===== src/rtl/int_ctrl.sv =====
// ---------------------------------------------------------------------------
// int_ctrl
//
// Eight-source edge-triggered interrupt controller for a small 8-bit CPU.
// Each peripheral request line is edge-detected and latched in a pending
// register. A mask register selects which pending sources may interrupt
// the CPU. A three-state handshake FSM (IDLE -> ASSERT -> SERVICE) drives
// the CPU interrupt line:
//   - the CPU acknowledges with interrupt_ack;
//   - the handler signals end-of-interrupt by writing the pending register.
// Both registers are reachable through the CPU port bus.
//
// Build option:
//   INT_CTRL_SYNC_EN - when defined, irq_in passes through a 2-flop
//                      synchroniser before edge detection, which adds two
//                      clocks of latency. Leave it undefined when the
//                      request lines are already in the clk domain.
//
// Parameters:
//   ADDR_PEND     port address of the pending register
//                 (read; write-1-to-clear; any write is end-of-interrupt)
//   ADDR_MASK     port address of the mask register (read/write, 1 = enabled)
//
// Ports:
//   clk           system clock, rising edge
//   rst           asynchronous active-high reset
//   address       CPU port address
//   value_in      CPU write data
//   wen           CPU write strobe
//   ren           CPU read strobe (reads are address-driven, so unused)
//   port_out      registered read data, valid one clock after the address
//   irq_in        peripheral interrupt requests, rising-edge sensitive
//   interrupt     interrupt request to the CPU (high only in ASSERT)
//   interrupt_ack CPU acknowledge pulse
// ---------------------------------------------------------------------------
module int_ctrl #(
   parameter logic [7:0] ADDR_PEND = 8'hF0,
   parameter logic [7:0] ADDR_MASK = 8'hF1
) (
   input  logic       clk,
   input  logic       rst,
   input  logic [7:0] address,
   input  logic [7:0] value_in,
   input  logic       wen,
   input  logic       ren,
   output logic [7:0] port_out,
   input  logic [7:0] irq_in,
   output logic       interrupt,
   input  logic       interrupt_ack
);

   typedef enum logic [1:0] {
      IDLE,
      ASSERT,
      SERVICE
   } state_t;

   state_t     state;
   logic [7:0] pending;
   logic [7:0] mask;
   logic [7:0] irq_d;
   logic [7:0] irq_cur;
   logic [7:0] irq_edge;
   logic [7:0] pend_clear;
   logic       pend_wr;
   logic       mask_wr;
   logic       unused_ren;

   // The read strobe carries no information for this block because reads
   // are selected purely by address; it is kept on the port list so the
   // block drops straight into the standard CPU port bus.
   assign unused_ren = ren;

`ifdef INT_CTRL_SYNC_EN
   logic [7:0] irq_sync1;
   logic [7:0] irq_sync2;

   // Two-flop synchroniser for request lines from another clock domain.
   // Edge detection looks only at the second stage, so a metastable first
   // stage never reaches the pending logic.
   always_ff @(posedge clk or posedge rst) begin
      if (rst) begin
         irq_sync1 <= 8'h00;
         irq_sync2 <= 8'h00;
      end else begin
         irq_sync1 <= irq_in;
         irq_sync2 <= irq_sync1;
      end
   end

   assign irq_cur = irq_sync2;
`else
   assign irq_cur = irq_in;
`endif

   // Remember last cycle's request levels so that a rising edge can be
   // detected. Because this clears to zero on reset, a line held high
   // through reset release counts as exactly one fresh edge.
   always_ff @(posedge clk or posedge rst) begin
      if (rst) begin
         irq_d <= 8'h00;
      end else begin
         irq_d <= irq_cur;
      end
   end

   // Decode the CPU bus. A pending write both clears bits and acts as the
   // end-of-interrupt marker for the FSM, whatever data it carries.
   always_comb begin
      irq_edge   = irq_cur & ~irq_d;
      pend_wr    = wen && (address == ADDR_PEND);
      mask_wr    = wen && (address == ADDR_MASK);
      pend_clear = pend_wr ? value_in : 8'h00;
   end

   // Pending bits latch every edge regardless of mask, so a masked source
   // is not lost and fires as soon as it is enabled. The set term is OR-ed
   // in after the clear so that an edge arriving in the same cycle as the
   // software clear survives.
   always_ff @(posedge clk or posedge rst) begin
      if (rst) begin
         pending <= 8'h00;
      end else begin
         pending <= (pending & ~pend_clear) | irq_edge;
      end
   end

   // Mask register, one enable bit per source.
   always_ff @(posedge clk or posedge rst) begin
      if (rst) begin
         mask <= 8'h00;
      end else if (mask_wr) begin
         mask <= value_in;
      end
   end

   // Read mux, registered so the CPU sees the data one clock after it
   // presents the address. Unmapped addresses read as zero so this block
   // can be OR-ed into a shared input mux.
   always_ff @(posedge clk or posedge rst) begin
      if (rst) begin
         port_out <= 8'h00;
      end else if (address == ADDR_PEND) begin
         port_out <= pending;
      end else if (address == ADDR_MASK) begin
         port_out <= mask;
      end else begin
         port_out <= 8'h00;
      end
   end

   // Handshake FSM. The interrupt line is a register that is set on entry
   // to ASSERT and cleared on leaving it, so it is glitch-free and equals
   // (state == ASSERT) at all times. Once asserted it is held until the
   // CPU acknowledges, even if software masks every source meanwhile;
   // otherwise the CPU could miss a request it has already begun to take.
   // After the acknowledge the FSM waits in SERVICE for end-of-interrupt;
   // any edges that arrive in the meantime are left in pending and are
   // picked up on the next pass through IDLE. The reset branch clears the
   // line asynchronously, so it drops without waiting for a clock edge.
   always_ff @(posedge clk or posedge rst) begin
      if (rst) begin
         state     <= IDLE;
         interrupt <= 1'b0;
      end else begin
         case (state)
            IDLE: begin
               if (|(pending & mask)) begin
                  state     <= ASSERT;
                  interrupt <= 1'b1;
               end
            end
            ASSERT: begin
               if (interrupt_ack) begin
                  state     <= SERVICE;
                  interrupt <= 1'b0;
               end
            end
            SERVICE: begin
               if (pend_wr) begin
                  state <= IDLE;
               end
            end
            default: begin
               state     <= IDLE;
               interrupt <= 1'b0;
            end
         endcase
      end
   end

endmodule


===== config.mk =====
export PLATFORM = sky130hd
export DESIGN_NAME = int_ctrl
export DESIGN_NICKNAME = d
export VERILOG_FILES = /design/src/rtl/int_ctrl.sv
export SDC_FILE = /design/constraint.sdc
export NUM_CORES = 1
export LEC_CHECK = 0
export CORE_ASPECT_RATIO = 1.25
export CORE_UTILIZATION = 46
export DETAILED_ROUTE_END_ITERATION = 8
export GPL_TIMING_DRIVEN = 0
export PLACE_DENSITY_LB_ADDON = 0.1
export SYNTH_ARGS = -nofsm -noshare
export SYNTH_HDL_FRONTEND = slang
export SYNTH_SLANG_ARGS = --single-unit

===== constraint.sdc =====
create_clock -name clk -period 1.4 [get_ports clk]
set_clock_uncertainty 0.1 [all_clocks]
set_input_delay 0.14 -clock clk [delete_from_list [all_inputs] [get_ports clk]]
set_output_delay 0.14 -clock clk [all_outputs]
set_load 0.01 [all_outputs]

==> results.md <==
- Result of the run: finished, violations left
- Violated checks: negative setup slack
- Post-layout minimum cycle time: 1.48 ns
- Worst slew margin: 0.517
- Crit path DAT: 1.60 ns
- Clock latency of the later-clocked register in the worst-skew pair: 0.33 ns
- Summed negative setup slack over all endpoints: -0.133 ns
- CP max stage delay: 0.40 ns
- Global placer's final weighted congestion: 0.729
- Net total in the final layout: 177
- Overall power: 0.00200 W
- Post-synthesis instance area: 1370 µm²
- Reg-to-reg endpoint: interrupt
- F_max: 674 MHz
- Final setup vio count: 2
- Critical path capture point type: flop
- Proportion of power drawn by flip-flops and latches: 0.562
- Global route total overflow: 0
- Total power divided by cell area: 1080 nW/µm²
- Antenna violations before repair: 0
- Slowest cell on the critical path: dfrtp_1
- Internal power of the cells: 0.00152 W
- Final Hold Fails: 0
- Highest ir drop seen on vdd: 781 µV
- Worst reg2reg path startpoint: mask[5]
- Depth of the worst register-to-register path: 4
- Total via count after detailed routing: 967
- Initial cell density of the core: 0.496
- Classification of the worst-slack hold path: in -> async
- GRT Resource Usage Total: 0.200
- H-tree levels: 2
- Wire length of the first global-routing pass: 4.54 mm
- Clock share of power: 0.301
- Synth warnings: 0
- Switching share of power: 0.239
- Worst-Margin Slew: 0.724 ns
- Synth Area per Inst: 13.1 µm²
- Top area cells in the synthesized netlist: dfrtp_1, a22o_1, mux2_2
- Clock sinks: 35
- Die X: 50.8 µm
- Static power due to leakage: 0.889 nW
- Smallest hold slack: 0.163 ns
- Detail-routed net length per standard cell: 14.2 µm
- Required time of the critical path: 1.52 ns
- CTS Buf Count: 5
- Starting DRC count in detailed routing: 27
- Final core area utilization: 0.670
- IO buf count: 36
- Internal reg-to-reg setup slack: -0.08 ns
- Layout Area Growth over Synthesis: 35.1%
- Reported net switching power: 0.000478 W
- Register clock-pin slew on the reported worst setup and hold paths: 0.10 ns
- DIE HEIGHT: 63.0 µm
- Synthesized net count: 133
- Chain of cells forming the critical path: a222oi_1 -> nand3_1 -> o31ai_1 -> nand2_1
- Via count of the first global-routing pass: 993
- Final setup slack of the worst path: -0.0829 ns
- Fraction of post-synthesis cell area in the top cell type by area: 0.640
- Element type at the critical path start: flop
- Combinational power share: 0.138
- Core area: 2760 µm²
- Via/cell ratio: 5.28
- Tcrit/Tclk final: 1.06
- Proportion of layout cells with a drive suffix above 1: 0.168
- Wirelength, routed: 2.61 mm
- Number of ports placed on the die boundary: 38
- Sequential area share after synthesis: 0.640
- Diode insertion count for antenna repair: 0
- Yosys top cell by area: dfrtp_1
- Site row count: 21
- Total die area: 3200 µm²
- Capture point of the worst path: interrupt
- Remaining antenna violation count after routing: 0
- Count of fill cells added during filler insertion: 231
- Post-synthesis cell type count: 25
- Setup repair after global routing missed its margin: true
- Register bit total from synthesis: 35
- Largest net degree at the start of global routing: 36
- Number of search-and-repair iterations in the first detailed-routing pass: 4
- Max-slew violation total from the final report: 0
- Sum of net half-perimeters after detailed placement: 1.93 mm
- Post-route DRC violation count: 0
- CTS tree: yes
- Post-placement worst setup slack: -0.393 ns
- Clock root buffer: clkbuf_4
- Type of the setup path with the least slack: reg -> reg
- Number of standard cells after synthesis: 104
- Crit Path Max Fanout: 3
- Buffer depth of the longest clock path: 2
- Startpoint of the most critical setup path: mask[5]
- Max-cap violations: 0
-- routing by layer --
layer / part of all wire / global-route usage
met5: 0 / 0
met4: 0.023 / 0.0938
met3: 0.050 / 0.0681
met2: 0.50 / 0.330
met1: 0.43 / 0.228
-- final cells by class --
type                       count  area, µm²  share of cell area
clock buffer                   8       68.8              0.0372
buffer                         2       12.5             0.00677
multi-input combinational     56        443               0.240
inverter                      10       41.3              0.0223
tap                           34       42.5              0.0230
timing repair buffer          38        364               0.197
sequential                    35        876               0.474
-- power by group through the flow --
stage	registers, W	clock network, W	logic, W
5_1_grt	0.00113	0.000671	0.000305
2_1_floorplan	0.00114	0	0.000129
3_3_place_gp	0.00113	0	0.000261
3_5_place_dp	0.00114	0	0.000282
6_report	0.00112	0.000602	0.000275
4_1_cts	0.00112	0.000629	0.000281
-- per-stage QoR --
stage               area, µm²  instances
global placement         1770        174
CTS                      1850        184
detailed placement       1770        174
finish                   1850        183
global route             1850        183
floorplan                1370        104
-- state kept, by name, indices dropped and copies added, names as in the netlist --
register and flops:
interrupt 1, mask 8, port_out 8, state 2, irq_d 8, pending 8
-- critical path, delay by kind of cell (launching register included) --
kind	cells	cell delay, ns
AO/OA/AOI/OAI	2	0.61
flip-flops	1	0.40
AND/OR/NAND/NOR	2	0.27
-- synthesized netlist by cell type, drive strengths merged --
master	count
and2	1
nand2	10
dfrtp	35
nor2b	2
o31ai	1
inv	10
nor2	4
and3	1
clkbuf	1
a211oi	1
buf	2
and4bb	1
mux2	8
a22o	16
nand3b	1
nor3	1
nand3	2
o21ai	2
nor3b	1
nand4	1
a22oi	2
a222oi	1
-- placed cells by master, fill, tap and decap left out, types with 3 or more instances in the layout --
master / instances
nand2_1: 10
inv_1: 9
dfrtp_1: 35
clkdlybuf4s50_1: 27
nor2_1: 4
clkbuf_4: 5
mux2_2: 8
dlygate4sd2_1: 9
a22o_1: 16
buf_4: 3
-- what timing repair did --
action                                 CTS  global route
pin swaps                                3             1
resized for setup                       11             0
setup endpoints to repair               46            10
buffers inserted                         2             0
endpoints found under the hold margin    0             0
hold buffers                             0             0
gates cloned                             0             0
-- how the worst min path moves through the flow --
stage / start / end / slack, ns / cells past startpoint
after CTS: irq_in[4] / irq_d[4] / 0.16 / 1
after global placement: state[1] / state[0] / 0.37 / 1
after global routing: irq_in[5] / irq_d[5] / 0.15 / 1
after floorplan: irq_in[0] / irq_d[0] / 0.07 / 0
final: rst / pending[2] / 0.16 / 2
after detailed placement: mask[6] / port_out[6] / 0.40 / 1
-- logic make-up (layout without fill, tap and decap cells) --
family          count (synthesis)  after routing  share of synthesized area
buf+inv                        13             58                     0.0393
compound gates                 23             23                      0.139
simple gates                   25             25                      0.115
flops                          35             35                      0.640
mux                             8              8                     0.0659
Power figures use the tool's default switching activity.
